$ cat src/rtl/npu_pkg.sv
// Shared NPU definitions: default datapath widths and the
// writeback controller state encoding.
package npu_pkg;

    localparam int BIT_DEPTH_D  = 8;
    localparam int ADDR_WIDTH_D = 10;
    localparam int ACC_WIDTH_D  = 32;

    typedef enum logic [1:0] {
        ST_IDLE  = 2'd0,
        ST_RUN   = 2'd1,
        ST_DRAIN = 2'd2,
        ST_DONE  = 2'd3
    } wb_state_e;

endpackage

$ cat src/rtl/res_quant.sv
// Combinational requantiser: round-half-up arithmetic shift,
// optional ReLU, then signed saturation to BIT_DEPTH bits.
module res_quant
    import npu_pkg::*;
#(
    parameter int BIT_DEPTH = BIT_DEPTH_D,
    parameter int ACC_WIDTH = ACC_WIDTH_D
) (
    input  logic [ACC_WIDTH-1:0] acc_i,
    input  logic [4:0]           shift_i,
    input  logic                 relu_i,
    output logic [BIT_DEPTH-1:0] data_o
);

    localparam logic signed [ACC_WIDTH:0] MAXV =
        {{(ACC_WIDTH-BIT_DEPTH+2){1'b0}}, {(BIT_DEPTH-1){1'b1}}};
    localparam logic signed [ACC_WIDTH:0] MINV =
        {{(ACC_WIDTH-BIT_DEPTH+2){1'b1}}, {(BIT_DEPTH-1){1'b0}}};

    logic signed [ACC_WIDTH:0] ext;
    logic signed [ACC_WIDTH:0] rnd;
    logic signed [ACC_WIDTH:0] sum;
    logic signed [ACC_WIDTH:0] shr;
    logic signed [ACC_WIDTH:0] clip;

    // One guard bit keeps acc + half-LSB from wrapping.
    assign ext = $signed({acc_i[ACC_WIDTH-1], acc_i});

    always_comb begin
        rnd = '0;
        if (shift_i != 5'd0) begin
            rnd = {{ACC_WIDTH{1'b0}}, 1'b1} << (shift_i - 5'd1);
        end
    end

    assign sum = ext + rnd;
    assign shr = sum >>> shift_i;

    always_comb begin
        clip = shr;
        if (relu_i && shr[ACC_WIDTH]) begin
            clip = '0;
        end
        if (clip > MAXV) begin
            clip = MAXV;
        end else if (clip < MINV) begin
            clip = MINV;
        end
    end

    assign data_o = clip[BIT_DEPTH-1:0];

endmodule

$ cat src/rtl/res_writeback.sv
// Result writeback: accepts accumulator beats for one job,
// requantises them and writes them to consecutive buffer addresses.
module res_writeback
    import npu_pkg::*;
#(
    parameter int BIT_DEPTH  = BIT_DEPTH_D,
    parameter int ADDR_WIDTH = ADDR_WIDTH_D,
    parameter int ACC_WIDTH  = ACC_WIDTH_D
) (
    input  logic                  clk,
    input  logic                  rst_n,
    input  logic                  start,
    input  logic [ADDR_WIDTH-1:0] base_addr,
    input  logic [ADDR_WIDTH:0]   length,
    input  logic [4:0]            shift,
    input  logic                  relu_en,
    input  logic [ACC_WIDTH-1:0]  acc_in,
    input  logic                  acc_valid,
    output logic                  acc_ready,
    output logic                  wr_en,
    output logic [ADDR_WIDTH-1:0] wr_addr,
    output logic [BIT_DEPTH-1:0]  wr_data,
    output logic                  busy,
    output logic                  done
);

    wb_state_e state_q, state_d;

    logic [ADDR_WIDTH-1:0] base_q;
    logic [ADDR_WIDTH:0]   len_q;
    logic [ADDR_WIDTH:0]   cnt_q;
    logic [4:0]            shift_q;
    logic                  relu_q;

    logic                  s1_v_q;
    logic [ACC_WIDTH-1:0]  s1_acc_q;
    logic [ADDR_WIDTH-1:0] s1_addr_q;
    logic                  s2_v_q;
    logic [BIT_DEPTH-1:0]  s2_data_q;
    logic [ADDR_WIDTH-1:0] s2_addr_q;
    logic                  wr_en_q;
    logic [ADDR_WIDTH-1:0] wr_addr_q;
    logic [BIT_DEPTH-1:0]  wr_data_q;

    logic                  start_ok;
    logic                  accept;
    logic                  last_beat;
    logic [BIT_DEPTH-1:0]  quant;

    assign start_ok  = start && (state_q == ST_IDLE);
    assign accept    = acc_valid && acc_ready;
    assign last_beat = accept && ((cnt_q + 1'b1) == len_q);

    always_ff @(posedge clk or negedge rst_n) begin
        if (!rst_n) begin
            state_q <= ST_IDLE;
        end else begin
            state_q <= state_d;
        end
    end

    always_comb begin
        state_d = state_q;
        unique case (state_q)
            ST_IDLE: begin
                if (start) begin
                    state_d = (length == '0) ? ST_DONE : ST_RUN;
                end
            end
            ST_RUN: begin
                if (last_beat) begin
                    state_d = ST_DRAIN;
                end
            end
            ST_DRAIN: begin
                if (!s1_v_q && !s2_v_q) begin
                    state_d = ST_DONE;
                end
            end
            ST_DONE: begin
                state_d = ST_IDLE;
            end
            default: begin
                state_d = ST_IDLE;
            end
        endcase
    end

    always_comb begin
        acc_ready = (state_q == ST_RUN) && (cnt_q < len_q);
        busy      = (state_q == ST_RUN) || (state_q == ST_DRAIN);
        done      = (state_q == ST_DONE);
    end

    // Job parameters are frozen on the accepted start.
    always_ff @(posedge clk or negedge rst_n) begin
        if (!rst_n) begin
            base_q  <= '0;
            len_q   <= '0;
            cnt_q   <= '0;
            shift_q <= '0;
            relu_q  <= 1'b0;
        end else if (start_ok) begin
            base_q  <= base_addr;
            len_q   <= length;
            cnt_q   <= '0;
            shift_q <= shift;
            relu_q  <= relu_en;
        end else if (accept) begin
            cnt_q   <= cnt_q + 1'b1;
        end
    end

    res_quant #(
        .BIT_DEPTH (BIT_DEPTH),
        .ACC_WIDTH (ACC_WIDTH)
    ) u_quant (
        .acc_i   (s1_acc_q),
        .shift_i (shift_q),
        .relu_i  (relu_q),
        .data_o  (quant)
    );

    always_ff @(posedge clk or negedge rst_n) begin
        if (!rst_n) begin
            s1_v_q    <= 1'b0;
            s1_acc_q  <= '0;
            s1_addr_q <= '0;
            s2_v_q    <= 1'b0;
            s2_data_q <= '0;
            s2_addr_q <= '0;
            wr_en_q   <= 1'b0;
            wr_addr_q <= '0;
            wr_data_q <= '0;
        end else begin
            s1_v_q  <= accept;
            s2_v_q  <= s1_v_q;
            wr_en_q <= s2_v_q;
            if (accept) begin
                s1_acc_q  <= acc_in;
                s1_addr_q <= base_q + cnt_q[ADDR_WIDTH-1:0];
            end
            if (s1_v_q) begin
                s2_data_q <= quant;
                s2_addr_q <= s1_addr_q;
            end
            // Address/data hold their last value between writes.
            if (s2_v_q) begin
                wr_addr_q <= s2_addr_q;
                wr_data_q <= s2_data_q;
            end
        end
    end

    assign wr_en   = wr_en_q;
    assign wr_addr = wr_addr_q;
    assign wr_data = wr_data_q;

endmodule

$ cat config.mk
export PLATFORM = sky130hd
export DESIGN_NAME = res_writeback
export DESIGN_NICKNAME = d
export VERILOG_FILES = /design/src/rtl/npu_pkg.sv /design/src/rtl/res_quant.sv /design/src/rtl/res_writeback.sv
export SDC_FILE = /design/constraint.sdc
export NUM_CORES = 1
export LEC_CHECK = 0
export CAP_MARGIN = 40
export CORE_MARGIN = 5
export CORE_UTILIZATION = 50
export DETAILED_ROUTE_END_ITERATION = 12
export PLACE_DENSITY = 0.7
export SLEW_MARGIN = 20
export SYNTH_ARGS = -nofsm -noshare
export SYNTH_HDL_FRONTEND = slang
export SYNTH_SLANG_ARGS = --single-unit
export TNS_END_PERCENT = 5
$ cat constraint.sdc
create_clock -name clk -period 6.4 [get_ports clk]
set_input_delay 1.92 -clock clk [delete_from_list [all_inputs] [get_ports clk]]
set_output_delay 1.92 -clock clk [all_outputs]
set_load 0.02 [all_outputs]
==> flow_summary.toml <==
[synthesis]
syn_nets = 1416
avgSynthCellArea_sq_um = 8.36
ys_types = 96
synth_area_sq_mm = 0.0108
seq_area_frac_synth_pct = 28.0
ys_seq_elements = 121
synthFlopType = "dfrtp_1"
ys.warnings.count = 0
synthCells = 1293
async_flop_share_pct = 100
synth_edf_count = 0

[finish]
syn_to_final_growth_pct = 16.4
postLayoutCellArea_sq_mm = 0.0126
multi_input_area_sq_mm = 0.00731
register_area_sq_mm = 0.00303
n_antenna_cell = 0
drive_gt1_share_pct = 12.6
nFillCells = 1928
final_nets = 1471

[clocking]
insertion_delay_ns = 0.43
ctsHtreeMaxLevel = 4
clock_sinks = 121
cts_tree = "done"
clock_path_buffers = 2
cts_root_buf = "clkbuf_16"
numCtsBuffers = 17
path_clk_slew_ns = 0.06

[die]
initial_core_util_pct = 51.1
die_y_um = 157
ios = 85
rows = 53
core_area_sq_mm = 0.0212
die_width_um = 157
dieArea_sq_mm = 0.0247

[global_route]
grt-ovfl-total = 0
grt_pass1_wl_um = 55600
grt_start_max_net_pins = 53
first_global_vias = 10100
antenna_found_initial = 0
gr-usage-all-layers_pct = 28.3

[worst_setup_path]
worstSetupPathType = "flop to flop"
cp.required_ns = 6.66
end_kind = "flop"
arrival_ns = 6.39
cp_max_fo = 10
r2r_slack_ns = 0.26
start_kind = "flop"

[timing]
skew_ns = 0.0141
hold_ws_ns = 0.468
fin_crit_sh_pct = 95.9
worst_slew_pin_slew_ns = 0.952
setup_ws_ns = 0.264
setup-violations-final = 0
relSlewSlack_pct = 34.9
slew_violations = 0
rsz0062_at_grt = "no"
setup-tns-final_ns = 0
finalHoldViolCount = 0
fmax_mhz = 163
period_needed_ns = 6.14

[drt]
wirelength_um = 34400
vias_per_cell = 6.40
wl_per_cell_um = 21.0
drt_iter0_markers = 999
vias = 10500
dr.pass1.iters = 5
antenna_left = 0
route.detailed.drc = 0

[place]
place_ws_ns = 0.449
dp_hpwl_um = 26300
port-buffer-count = 84
place_area_sq_mm = 0.0119
place.gp.congestion = 0.993

[pwr]
peakVddDrop_mv = 0.244
power_mw = 7.53
powerDensity_mw_per_mm2 = 598
p_leak_nw = 5.27

[run]
cap_viol_max_count = 0

[min_path]
hold_path.class = "flop to flop"

[run_status]
status = "completed"
per-layer routing:
metal / vias to the layer above / GRT usage, % / part of all wire [%]
li1: 4916 / - / -
met2: 487 / 41.9 / 43
met5: - / 0 / 0
met3: 66 / 5.75 / 8.6
met1: 5009 / 41.9 / 46
met4: 0 / 8.32 / 2.3
per-stage QoR:
step	utilization, %	cells
floorplan	-	1293
global placement	56.2	1601
detailed placement	56.5	1603
CTS	59.4	1635
global route	59.5	1636
finish	59.5	1636
state kept, by name, indices dropped and copies added, names as in the netlist:
register   count
wr_data        8
len_q         11
s1_v_q         1
state_q        2
s1_acc_q      32
shift_q        5
s1_addr_q     10
s2_addr_q     10
s2_data_q      8
relu_q         1
cnt_q         11
wr_addr       10
base_q        10
wr_en          1
s2_v_q         1
worst paths after layout:
kind                            start      endpoint  cells past startpoint
hold reg to reg                s1_v_q        s2_v_q                      0
setup reg to reg           shift_q[1]  s2_data_q[6]                     20
max in group asynchronous       rst_n  s2_addr_q[0]                      3
setup / recovery           shift_q[1]  s2_data_q[6]                     20
min in group asynchronous       rst_n  s1_acc_q[11]                      1
hold / removal                 s1_v_q        s2_v_q                      0
area by class of cell:
type	count	share of cell area, %
tap	275	2.73
multi-input combinational	1050	58.1
timing repair buffer	117	9.01
sequential	121	24.1
clock buffer	18	3.41
clock inverter	14	1.47
inverter	41	1.22
repair_timing:
action,in CTS,in global routing
hold buffers,0,0
gates resized for setup,0,3
setup buffers,0,0
setup endpoints to repair,0,3
cell families (layout without fill, tap and decap cells):
family / after synthesis / in the layout / synth area share (%)
buffers and inverters: 122 / 190 / 4.49
muxes: 106 / 106 / 11.6
and+or+nand+nor: 445 / 445 / 19.3
DFF: 121 / 121 / 28.0
AOI/OAI and AO/OA: 385 / 385 / 25.1
adders and majority gates: 60 / 60 / 7.08
other: 1 / 1 / 0.0347
xor gates and xnor gates: 53 / 53 / 4.36
synthesized netlist by cell type, drive strengths merged (4+ instances only):
cell type	count	area, sq um
o311ai	7	61.3
o211a	7	70.1
clkbuf	51	191
a211o	10	87.6
buf	30	140
or3	11	73.8
a31oi	9	62.6
o211ai	23	186
o221ai	11	96.3
nor4	16	106
a21oi	85	429
o21a	24	180
nor2b	6	37.5
xnor2	37	332
o31ai	4	35.0
o2111ai	4	35.0
a21o	14	105
mux4	8	180
a311oi	7	61.3
mux2	71	800
a22oi	6	45.0
inv	41	154
nand3	23	115
nand4	13	81.3
mux2i	27	274
o21ai	81	405
nor2	121	454
and4	6	52.6
a21boi	5	37.5
dfrtp	121	3030
a211oi	23	193
nor3	34	175
and3	13	81.3
and2	14	87.6
xor2	16	140
nand2	155	582
ha	58	726
a221oi	8	76.3
o21bai	8	60.1
nand2b	13	81.3
o32ai	4	53.8
or2	6	37.5
o22ai	8	50.1
cells in the final DEF, fill, tap and decap left out, types with 22 or more instances in the layout:
master and count:
nand2_1 155, inv_1 41, dfrtp_1 121, o211ai_1 22, nor3_1 33, mux2_2 71
a21oi_1 84, nor2_1 121, nand3_1 23, o21ai_0 71, mux2i_1 26, ha_1 58
clkdlybuf4s50_1 83, o21a_1 24, buf_4 31, xnor2_1 36
critical path, cell delays in order (launching register included):
cell       delay, ns
dfrtp_1         0.51
inv_1           0.23
buf_4           0.22
nor2_1          0.25
nand3_1         0.21
inv_1           0.10
ha_1            0.23
a211oi_1        0.36
o21ai_1         0.22
a31oi_2         0.41
o21ai_1         0.23
and3_1          0.23
a2111oi_0       0.81
mux2i_1         0.23
a21oi_1         0.32
o211ai_1        0.19
nor4_1          0.25
nand4_1         0.14
mux2i_1         0.17
o41ai_4         0.45
o221ai_1        0.21
power breakdown:
part,internal [mW],switching [mW],total [mW]
clock,0.624,0.413,1.04
combinational,1.98,3.14,5.12
sequential,1.11,0.256,1.37
total,3.72,3.81,7.53
(Power assumes the default switching activity.)
